<file path="config.mk">
export PLATFORM = sky130hd
export DESIGN_NAME = snitch_vfpr_wr_arb
export DESIGN_NICKNAME = d
export VERILOG_FILES = /design/src/rtl/snitch_pkg.sv /design/src/rtl/rr_arb_tree.sv /design/src/rtl/snitch_vfpr_wr_arb.sv
export SDC_FILE = /design/constraint.sdc
export NUM_CORES = 1
export LEC_CHECK = 0
export BUFFER_PORTS_ARGS = -buffer_cell sky130_fd_sc_hd__clkbuf_2
export CAP_MARGIN = 20
export CORE_AREA = 5 5 152 154
export DETAILED_ROUTE_END_ITERATION = 12
export DIE_AREA = 0 0 157 159
export GPL_TIMING_DRIVEN = 0
export HOLD_SLACK_MARGIN = 0.15
export PLACE_DENSITY_LB_ADDON = 0.15
export SYNTH_ARGS = -nofsm -noshare
export SYNTH_HDL_FRONTEND = slang
export SYNTH_SLANG_ARGS = --single-unit
</file>
<file path="constraint.sdc">
create_clock -name clk_i -period 2.65 [get_ports clk_i]
set_input_delay 0.3975 -clock clk_i [delete_from_list [all_inputs] [get_ports clk_i]]
set_output_delay 0.3975 -clock clk_i [all_outputs]
set_load 0.01 [all_outputs]
</file>
<file path="src/rtl/snitch_pkg.sv">
// Shared Snitch VFPR write-path types and constants.
// The write-request record and the default in-flight limit are used by snitch_vfpr_wr_arb.
package snitch_pkg;

  localparam int unsigned VfprAddrWidth      = 32;
  localparam int unsigned VfprDataWidth      = 64;
  localparam int unsigned VfprMaxOutstanding = 4;

  typedef struct packed {
    logic [VfprAddrWidth-1:0] addr;
    logic [VfprDataWidth-1:0] data;
  } vfpr_wr_req_t;

  // Modulo-n increment for circular pointers whose depth need not be a power of two
  function automatic logic [31:0] wrap_inc(input logic [31:0] v, input logic [31:0] n);
    logic [31:0] nxt;
    nxt = v + 32'd1;
    if (nxt >= n) begin
      return 32'd0;
    end else begin
      return nxt;
    end
  endfunction

endpackage

</file>
<file path="src/rtl/rr_arb_tree.sv">
// Round-robin arbiter: picks the first valid request at or after the priority pointer.
// The pointer moves past the winner only when the winner is actually taken (ready_i).
module rr_arb_tree
  import snitch_pkg::*;
#(
  parameter  int unsigned NumIn = 2,
  localparam int unsigned IdxW  = (NumIn > 1) ? $clog2(NumIn) : 1
) (
  input  logic             clk_i,
  input  logic             rst_ni,
  input  logic [NumIn-1:0] req_i,
  input  logic             ready_i,
  output logic [NumIn-1:0] gnt_o,
  output logic             valid_o,
  output logic [IdxW-1:0]  idx_o
);

  logic [IdxW-1:0] rr_q, rr_d;

  // Rotating priority search plus one-hot grant and pointer update
  always_comb begin
    logic [31:0] c;
    valid_o = 1'b0;
    idx_o   = '0;
    gnt_o   = '0;
    rr_d    = rr_q;
    for (int unsigned k = 0; k < NumIn; k++) begin
      c = (32'(rr_q) + k) % NumIn;
      if (!valid_o && req_i[IdxW'(c)]) begin
        valid_o = 1'b1;
        idx_o   = IdxW'(c);
      end else begin
        valid_o = valid_o;
      end
    end
    for (int unsigned k = 0; k < NumIn; k++) begin
      gnt_o[k] = valid_o & ready_i & (idx_o == IdxW'(k));
    end
    if (valid_o && ready_i) begin
      rr_d = IdxW'(wrap_inc(32'(idx_o), NumIn));
    end else begin
      rr_d = rr_q;
    end
  end

  // Priority pointer register
  always_ff @(posedge clk_i) begin
    if (!rst_ni) begin
      rr_q <= '0;
    end else begin
      rr_q <= rr_d;
    end
  end

endmodule

</file>
<file path="src/rtl/snitch_vfpr_wr_arb.sv">
// VFPR write arbiter: round-robin over requesters, one output stage, in-flight write
// counting and optional read-operand hazard check (SNITCH_VFPR_WR_ARB_HAZARD_EN).
module snitch_vfpr_wr_arb
  import snitch_pkg::*;
#(
  parameter  int unsigned NumReq         = 2,
  parameter  int unsigned AddrWidth      = VfprAddrWidth,
  parameter  int unsigned DataWidth      = VfprDataWidth,
  parameter  int unsigned MaxOutstanding = VfprMaxOutstanding,
  localparam int unsigned CntW           = $clog2(MaxOutstanding + 1)
) (
  input  logic                            clk_i,
  input  logic                            rst_ni,
  input  logic [NumReq-1:0]               req_valid_i,
  output logic [NumReq-1:0]               req_ready_o,
  input  logic [NumReq-1:0][AddrWidth-1:0] req_addr_i,
  input  logic [NumReq-1:0][DataWidth-1:0] req_data_i,
  output logic                            wr_q_valid_o,
  input  logic                            wr_q_ready_i,
  output logic [AddrWidth-1:0]            wr_q_addr_o,
  output logic [DataWidth-1:0]            wr_q_data_o,
  input  logic                            wr_p_valid_i,
  input  logic [2:0][AddrWidth-1:0]       chk_addr_i,
  output logic [2:0]                      chk_hit_o,
  output logic [CntW-1:0]                 outstanding_o,
  output logic                            err_o
);

  localparam int unsigned IdxW = (NumReq > 1) ? $clog2(NumReq) : 1;

  logic            arb_valid, arb_ready, accept, pop, stray_ack;
  logic [IdxW-1:0] arb_idx;
  logic            stage_valid_q, stage_valid_d;
  vfpr_wr_req_t    stage_q, stage_d;
  logic [CntW-1:0] cnt_q, cnt_d;
  logic            err_q, err_d;

  // An ack in the same cycle frees a slot, so the limit can be hit without a bubble
  assign arb_ready = rst_ni
                   & ((cnt_q < CntW'(MaxOutstanding)) | wr_p_valid_i)
                   & (~stage_valid_q | wr_q_ready_i);
  assign accept    = arb_valid & arb_ready;
  assign pop       = wr_p_valid_i & (cnt_q != '0);
  assign stray_ack = wr_p_valid_i & (cnt_q == '0);

  rr_arb_tree #(.NumIn(NumReq)) i_rr_arb (
    .clk_i   (clk_i),
    .rst_ni  (rst_ni),
    .req_i   (req_valid_i),
    .ready_i (arb_ready),
    .gnt_o   (req_ready_o),
    .valid_o (arb_valid),
    .idx_o   (arb_idx)
  );

  // Output stage, in-flight counter and sticky error next-state
  always_comb begin
    stage_valid_d = stage_valid_q;
    stage_d       = stage_q;
    cnt_d         = cnt_q;
    err_d         = err_q | stray_ack;
    if (accept) begin
      stage_valid_d = 1'b1;
      stage_d.addr  = VfprAddrWidth'(req_addr_i[arb_idx]);
      stage_d.data  = VfprDataWidth'(req_data_i[arb_idx]);
    end else if (wr_q_ready_i) begin
      stage_valid_d = 1'b0;
    end else begin
      stage_valid_d = stage_valid_q;
    end
    case ({accept, pop})
      2'b10:   cnt_d = cnt_q + CntW'(1);
      2'b01:   cnt_d = cnt_q - CntW'(1);
      default: cnt_d = cnt_q;
    endcase
  end

  // State registers
  always_ff @(posedge clk_i) begin
    if (!rst_ni) begin
      stage_valid_q <= 1'b0;
      stage_q       <= '0;
      cnt_q         <= '0;
      err_q         <= 1'b0;
    end else begin
      stage_valid_q <= stage_valid_d;
      stage_q       <= stage_d;
      cnt_q         <= cnt_d;
      err_q         <= err_d;
    end
  end

  assign wr_q_valid_o  = stage_valid_q;
  assign wr_q_addr_o   = AddrWidth'(stage_q.addr);
  assign wr_q_data_o   = DataWidth'(stage_q.data);
  assign outstanding_o = cnt_q;
  assign err_o         = err_q;

`ifdef SNITCH_VFPR_WR_ARB_HAZARD_EN
  localparam int unsigned PtrW = (MaxOutstanding > 1) ? $clog2(MaxOutstanding) : 1;

  logic [AddrWidth-1:0]      fifo_addr_q [MaxOutstanding];
  logic [MaxOutstanding-1:0] fifo_vld_q, fifo_vld_d;
  logic [PtrW-1:0]           wr_ptr_q, wr_ptr_d, rd_ptr_q, rd_ptr_d;

  // Pop before push so a full FIFO can retire and refill the same slot in one cycle
  always_comb begin
    fifo_vld_d = fifo_vld_q;
    wr_ptr_d   = wr_ptr_q;
    rd_ptr_d   = rd_ptr_q;
    if (pop) begin
      fifo_vld_d[rd_ptr_q] = 1'b0;
      rd_ptr_d             = PtrW'(wrap_inc(32'(rd_ptr_q), MaxOutstanding));
    end else begin
      rd_ptr_d = rd_ptr_q;
    end
    if (accept) begin
      fifo_vld_d[wr_ptr_q] = 1'b1;
      wr_ptr_d             = PtrW'(wrap_inc(32'(wr_ptr_q), MaxOutstanding));
    end else begin
      wr_ptr_d = wr_ptr_q;
    end
  end

  // Tracking FIFO registers; addresses are qualified by the valid bits
  always_ff @(posedge clk_i) begin
    if (!rst_ni) begin
      fifo_vld_q <= '0;
      wr_ptr_q   <= '0;
      rd_ptr_q   <= '0;
    end else begin
      fifo_vld_q <= fifo_vld_d;
      wr_ptr_q   <= wr_ptr_d;
      rd_ptr_q   <= rd_ptr_d;
      if (accept) begin
        fifo_addr_q[wr_ptr_q] <= req_addr_i[arb_idx];
      end else begin
        fifo_addr_q[wr_ptr_q] <= fifo_addr_q[wr_ptr_q];
      end
    end
  end

  // Operand hazard compare against every live entry, including the one retiring now
  always_comb begin
    chk_hit_o = 3'b000;
    for (int unsigned k = 0; k < 3; k++) begin
      for (int unsigned e = 0; e < MaxOutstanding; e++) begin
        if (fifo_vld_q[e] && (fifo_addr_q[e] == chk_addr_i[k])) begin
          chk_hit_o[k] = 1'b1;
        end else begin
          chk_hit_o[k] = chk_hit_o[k];
        end
      end
    end
  end
`else
  logic unused_chk_addr;
  assign unused_chk_addr = ^chk_addr_i;
  assign chk_hit_o       = 3'b000;
`endif

endmodule

</file>
== After elaboration in Yosys (flattened, before gate mapping) ==
Index checks and enable logic that the tools add are counted.

* Bits in registers: 102
* Input bits: 294
* Output and inout port bits: 106
* Logic and storage cells: 52

* $add $sub $neg: 4
* Magnitude comparators: 5
* Equality and inequality tests: 2
* Mux-type cells: 16
* Bitwise logic cells: 12
* Reductions and logical operators: 7

{| class="wikitable"
|+ Operators with widths
! kind !! count
|-
| 64-bit 2-to-1 mux || 2
|-
| 32-bit 2-to-1 mux || 2
|-
| 1-bit 2-to-1 mux || 11
|-
| 1-bit AND || 7
|-
| 1-bit by 2-bit less-than comparator with 1-bit output, second input constant || 3
|-
| 3-bit one-hot mux with 2 select lines || 1
|-
| 2-bit nonzero test || 2
|-
| 3-bit by 1-bit adder with 3-bit output, second input constant || 1
|-
| 3-bit zero test || 1
|-
| 3-bit less-than comparator, second input constant || 1
|-
| 1-bit bitwise OR || 3
|-
| 3-bit nonzero test || 1
|-
| 3-bit by 1-bit subtractor with 3-bit output, second input constant || 1
|-
| 1-bit by 1-bit adder with 2-bit output, second input constant || 1
|-
| 2-bit by 1-bit equality test with 1-bit output, second input constant || 1
|-
| 2-bit equality test, second input constant || 1
|-
| 2-bit greater-or-equal comparator, second input constant || 1
|-
| 1-bit logical AND || 2
|-
| 1-bit inverter || 2
|-
| 1-bit adder, second input constant || 1
|-
| 1-bit zero test || 1
|}

== Longest topological paths before layout ==
* Depth after elaboration: 9
* Mapped depth: 13

== Cells and area by module ==
A second synthesis with hierarchy kept.

* Cell total of the unflattened synthesis: 462
* Area, all modules: 4762.1 sq um

{| class="wikitable"
|+ By module, submodules not included
! module !! times used !! cells each !! area an instance (sq um) !! seq. area each (sq um)
|-
| snitch_vfpr_wr_arb || 1 || 452 || 4689.5 || 2021.9
|-
| rr_arb_tree || 1 || 10 || 72.6 || 20.0
|}

== Least setup slack after synthesis ==
No wires, ideal clock.

* Kind: input to register
* Start point: input req_valid_i[1]
* End point: register cnt_q[2], in the netlist outstanding_o[2]
* Arrival: 2533 ps
* Setup slack: 45 ps
* Cell stages on the path: 13
* Path through: buf_6 or2_1 buf_4 and3_1 buf_6 buf_6 nand2_1 ha_1 inv_1 fa_1 xor2_1 or3_1 a21oi_1

* Word-level cells in the longest chain between the ends: 9
* Elaborated cells on any way between the ends: 13
* Classes of those cells: eq/ne (2); mux (7); bitwise (1); reduce/logical (3)

{| class="wikitable"
|+ Ends and longest elaborated chain
! what !! line !! RTL
|-
| from (decl) || snitch_vfpr_wr_arb.sv:14 || <nowiki>input logic [NumReq-1:0] req_valid_i,</nowiki>
|-
| 1-bit 2-to-1 mux (not written as such) (2 in a row) || rr_arb_tree.sv:29 || <nowiki>if (!valid_o && req_i[IdxW'(c)]) begin</nowiki>
|-
| 1-bit 2-to-1 mux || rr_arb_tree.sv:29 ||
|-
| 1-bit zero test || rr_arb_tree.sv:29 ||
|-
| 1-bit logical AND || rr_arb_tree.sv:29 ||
|-
| 1-bit 2-to-1 mux * || rr_arb_tree.sv:29 ||
|-
| 1-bit AND * || snitch_vfpr_wr_arb.sv:42 || <nowiki>assign accept = arb_valid & arb_ready;</nowiki>
|-
| 2-bit by 1-bit equality test with 1-bit output / 2-bit equality test (equally long branches) || snitch_vfpr_wr_arb.sv:71 || <nowiki>case ({accept, pop})</nowiki>
|-
| 3-bit one-hot mux with 2 select lines / 2-bit nonzero test (equally long branches) || - ||
|-
| to (signal assigned) || snitch_vfpr_wr_arb.sv:88 || <nowiki>cnt_q <= cnt_d;</nowiki>
|-
| to (decl) || snitch_vfpr_wr_arb.sv:35 || <nowiki>logic [CntW-1:0] cnt_q, cnt_d;</nowiki>
|}

Every way passes the cells marked *; elsewhere a longest branch is shown, timed or not. The select of a mux whose other input is x is not followed.
A chain may end at the register's enable or synchronous reset.

== Worst setup path in the final report ==
* Start point: register stage_valid_q, in the netlist wr_q_valid_o
* End point: register cnt_q[2], in the netlist outstanding_o[2]

* Word-level cells in the longest chain between the ends: 6
* Elaborated cells on any way between the ends: 8
* Classes of those cells: eq/ne (2); mux (1); bitwise (4); reduce/logical (1)

{| class="wikitable"
|+ Ends and longest elaborated chain
! what !! line !! RTL
|-
| from (decl) || snitch_vfpr_wr_arb.sv:33 || <nowiki>logic stage_valid_q, stage_valid_d;</nowiki>
|-
| from (signal assigned) || snitch_vfpr_wr_arb.sv:86 || <nowiki>stage_valid_q <= stage_valid_d;</nowiki>
|-
| 1-bit inverter * || snitch_vfpr_wr_arb.sv:41 || <nowiki>& (~stage_valid_q | wr_q_ready_i);</nowiki>
|-
| 1-bit bitwise OR * || snitch_vfpr_wr_arb.sv:41 ||
|-
| 1-bit AND * || snitch_vfpr_wr_arb.sv:41 ||
|-
| 1-bit AND * || snitch_vfpr_wr_arb.sv:42 ||
|-
| 2-bit by 1-bit equality test with 1-bit output / 2-bit equality test (equally long branches) || snitch_vfpr_wr_arb.sv:71 ||
|-
| 3-bit one-hot mux with 2 select lines / 2-bit nonzero test (equally long branches) || - ||
|}

Every way passes the cells marked *; elsewhere a longest branch is shown, timed or not.

==> reports/results.tsv <==
stage	metric	value	unit
status	run_status	finished, final reports clean	
finish	drive_gt1_frac	0.470	
finish	design_area	0.00818	sq mm
routing	postRouteAntennaNets	0	
critical_path	cp_common_cell	buf_6	
floorplanning	die_area	0.0250	sq mm
yosys	synth_cell_types	26	
critical_path	endpoint_kind	flop	
yosys	ys_seq_elements	102	
critical_path	critical_path_arrival	2.81	ns
global_route	grt_antenna_before_repair	4	
sta	clock_skew	0.00946	ns
yosys	ys_top_cells_by_area	dfxtp_1 34%, a311oi_2 24%, nand3b_1 12%	
yosys	ys_async_sr_fraction	0	
routing	wl_met2	11700	um
worst_hold_path	min_from	wr_p_valid_i	
critical_path	r2r_start	wr_q_valid_o	
cts	numCtsBuffers	9	
global_route	grt_max_degree	17	
floorplanning	rows	54	
cts	clockBufferDepth	2	
finish	postLayoutCoreUtil	0.379	
routing	drc	0	
sta	worst_pin_slew	0.862	ns
cts	postCtsSetupBuffers	0	
yosys	synth_area	0.00599	sq mm
yosys	ys_seq_area_frac	0.341	
yosys	synth.top_cell.area_share	0.341	
cts	clk_latency	0.35	ns
sta	final_hold_viol_count	0	
cts	cts_tree	yes	
global_route	grt.overflow.total	0	
pwr	p_leak	0.00321	uW
yosys	synth-edff-count	0	
floorplanning	die_y	159	um
pwr	power_density	664	mW/mm^2
pwr	vdd_drop_max	0.205	mV
yosys	yosysMostFrequentCell	dfxtp_1	
critical_path	worstSetupPathType	reg -> reg	
routing	vias	6432	
yosys	yosysWarnings	0	
cts	cts_sinks	102	
yosys	synth_commonest_cells	102 x dfxtp_1, 97 x a31oi_1, 97 x o21ai_0, 96 x a311oi_2, 96 x nand3b_1	
floorplanning	start_util	0.278	
critical_path	cpLargestDelayFamily	simple AND/OR/NAND/NOR gates	
cts	cts_htree_levels	3	
cts	cts_resized	0	
sta	whs	0.324	ns
critical_path	start_kind	flop	
yosys	synth_cells	620	
critical_path	critPathRequiredTime	2.92	ns
finish	fillerInstances	2325	
floorplanning	core	0.0216	sq mm
critical_path	path_cells	nand2b_1, buf_4, and3_1, buf_6, buf_6, nand2_1, ha_1, inv_1, fa_1, xor2_1, or3_1, a21oi_1	
finish	final_nets	1228	
pwr	finalPower	5430	uW
sta	slew_violations	0	
critical_path	crit_slowest_cell	fa_1	
finish	ff_latch_area	0.00204	sq mm
placement	gp_congestion	0.786	
routing	met1_length	11700	um
finish	multi_input_area	0.00344	sq mm
finish	syn_to_final_growth	36.6	%
cts	cts_root_buffer	clkbuf_16	
placement	port_buffers	299	
critical_path	worstSetupStartpoint	wr_q_valid_o	
sta	fin_crit_sh	0.961	
global_route	grt_pass1_vias	6744	
cts	cts_hold_buf	0	
routing	vias_per_cell	5.28	
yosys	syn_area_per_cell	9.65	sq um
worst_hold_path	holdCritPathClass	in -> reg	
critical_path	critPathMaxFanout	10	
global_route	grt_pass1_wl	38800	um
routing	top_layer	met5	
routing	finalWirelength	25700	um
routing	routedWlPerCell	21.1	um
routing	wl_met3	1540	um
yosys	ys.flop_type	dfxtp_1	
placement	place_area	0.00784	sq mm
critical_path	max_stage_delay	0.37	ns
floorplanning	io_pins	400	
floorplanning	die_x	157	um
routing	drtPass1Iterations	4	
cts	clk_pin_slew_worst_paths	0.07	ns
sta	clock.fmax	0.393	GHz
routing	drt_iter0_markers	330	
yosys	synth_top_cell_by_area	dfxtp_1	
critical_path	worst-path-buf-inv	4	
global_route	grt_use_total	0.197	
run	maxCapViolCount	0	
sta	period_minus_slack	2.55	ns
placement	dp_hpwl	19100	um
sta	slew_headroom	0.425	
sta	setup_viol	0	
-- tightest hold or removal path, cell delays in order --
cell	delay (ns)
clkbuf_2	0.10
a21oi_1	0.06
nor2_1	0.07
-- stage by stage --
stage,TNS [ns],std cells,worst slack [ns]
2_1_floorplan,0,622,0.0448
3_3_place_gp,-0.199,1201,-0.199
3_5_place_dp,-0.230,1201,-0.218
4_1_cts,0,1217,0.0434
5_1_grt,-0.00825,1219,-0.00825
6_report,0,1219,0.104
-- cell usage in the layout (no fill, tap or decap), types with 2 or more instances in the layout --
| master | instances |
|---|---|
| a21oi_1 | 4 |
| a311oi_2 | 96 |
| a31oi_1 | 97 |
| and3_1 | 2 |
| buf_2 | 7 |
| buf_4 | 7 |
| buf_6 | 12 |
| bufinv_16 | 2 |
| clkbuf_1 | 75 |
| clkbuf_16 | 9 |
| clkbuf_2 | 299 |
| conb_1 | 3 |
| dfxtp_1 | 101 |
| diode_2 | 2 |
| inv_1 | 3 |
| inv_2 | 2 |
| nand2_1 | 2 |
| nand2b_1 | 2 |
| nand3b_1 | 96 |
| nor2_1 | 5 |
| nor2b_1 | 2 |
| o21ai_0 | 97 |
| xor2_1 | 2 |
-- where the power goes --
group | leakage, uW | switching (uW) | internal (uW)
clock | 0.000156 | 650 | 859
sequential | 0.000849 | 173 | 1790
combinational | 0.00221 | 1120 | 839
-- layer usage --
metal  GRT usage  vias to the layer above
li1            -                     3096
met1       0.272                     3080
met2       0.307                      223
met3      0.0334                       31
met4      0.0706                        2
met5           0                        -
-- worst paths after layout --
check | depth (start not counted) | slack, ns | endpoint
setup / recovery | 12 | 0.10 | outstanding_o[2]
setup reg to reg | 12 | 0.10 | outstanding_o[2]
hold reg to reg | 2 | 0.48 | err_o
hold / removal | 3 | 0.32 | err_o
-- cells by family after synthesis --
| kind of cell | after synthesis | share of synthesized area |
|---|---|---|
| other | 1 | 0.000626 |
| DFF | 102 | 0.341 |
| AOI/OAI and AO/OA | 295 | 0.429 |
| adders and majority gates | 2 | 0.00543 |
| and+or+nand+nor | 113 | 0.135 |
| buffers and inverters | 105 | 0.0859 |
| xor gates and xnor gates | 2 | 0.00293 |
-- layout make-up --
class | count | share of cell area
Clock inverter | 5 | 0.00995
Buffer | 100 | 0.0612
Sequential cell | 102 | 0.250
Multi-Input combinational cell | 415 | 0.420
Antenna cell | 2 | 0.000612
Timing Repair Buffer | 299 | 0.183
Clock buffer | 11 | 0.0297
Inverter | 5 | 0.00230
Tap cell | 280 | 0.0429
-- state kept, by name, indices dropped and copies added (netlist names) --
register / flops
i_rr_arb.rr_q: 1
outstanding_o: 3
wr_q_data_o: 64
wr_q_addr_o: 32
wr_q_valid_o: 1
err_o: 1
Note: power is estimated with default switching activity, not from simulation.
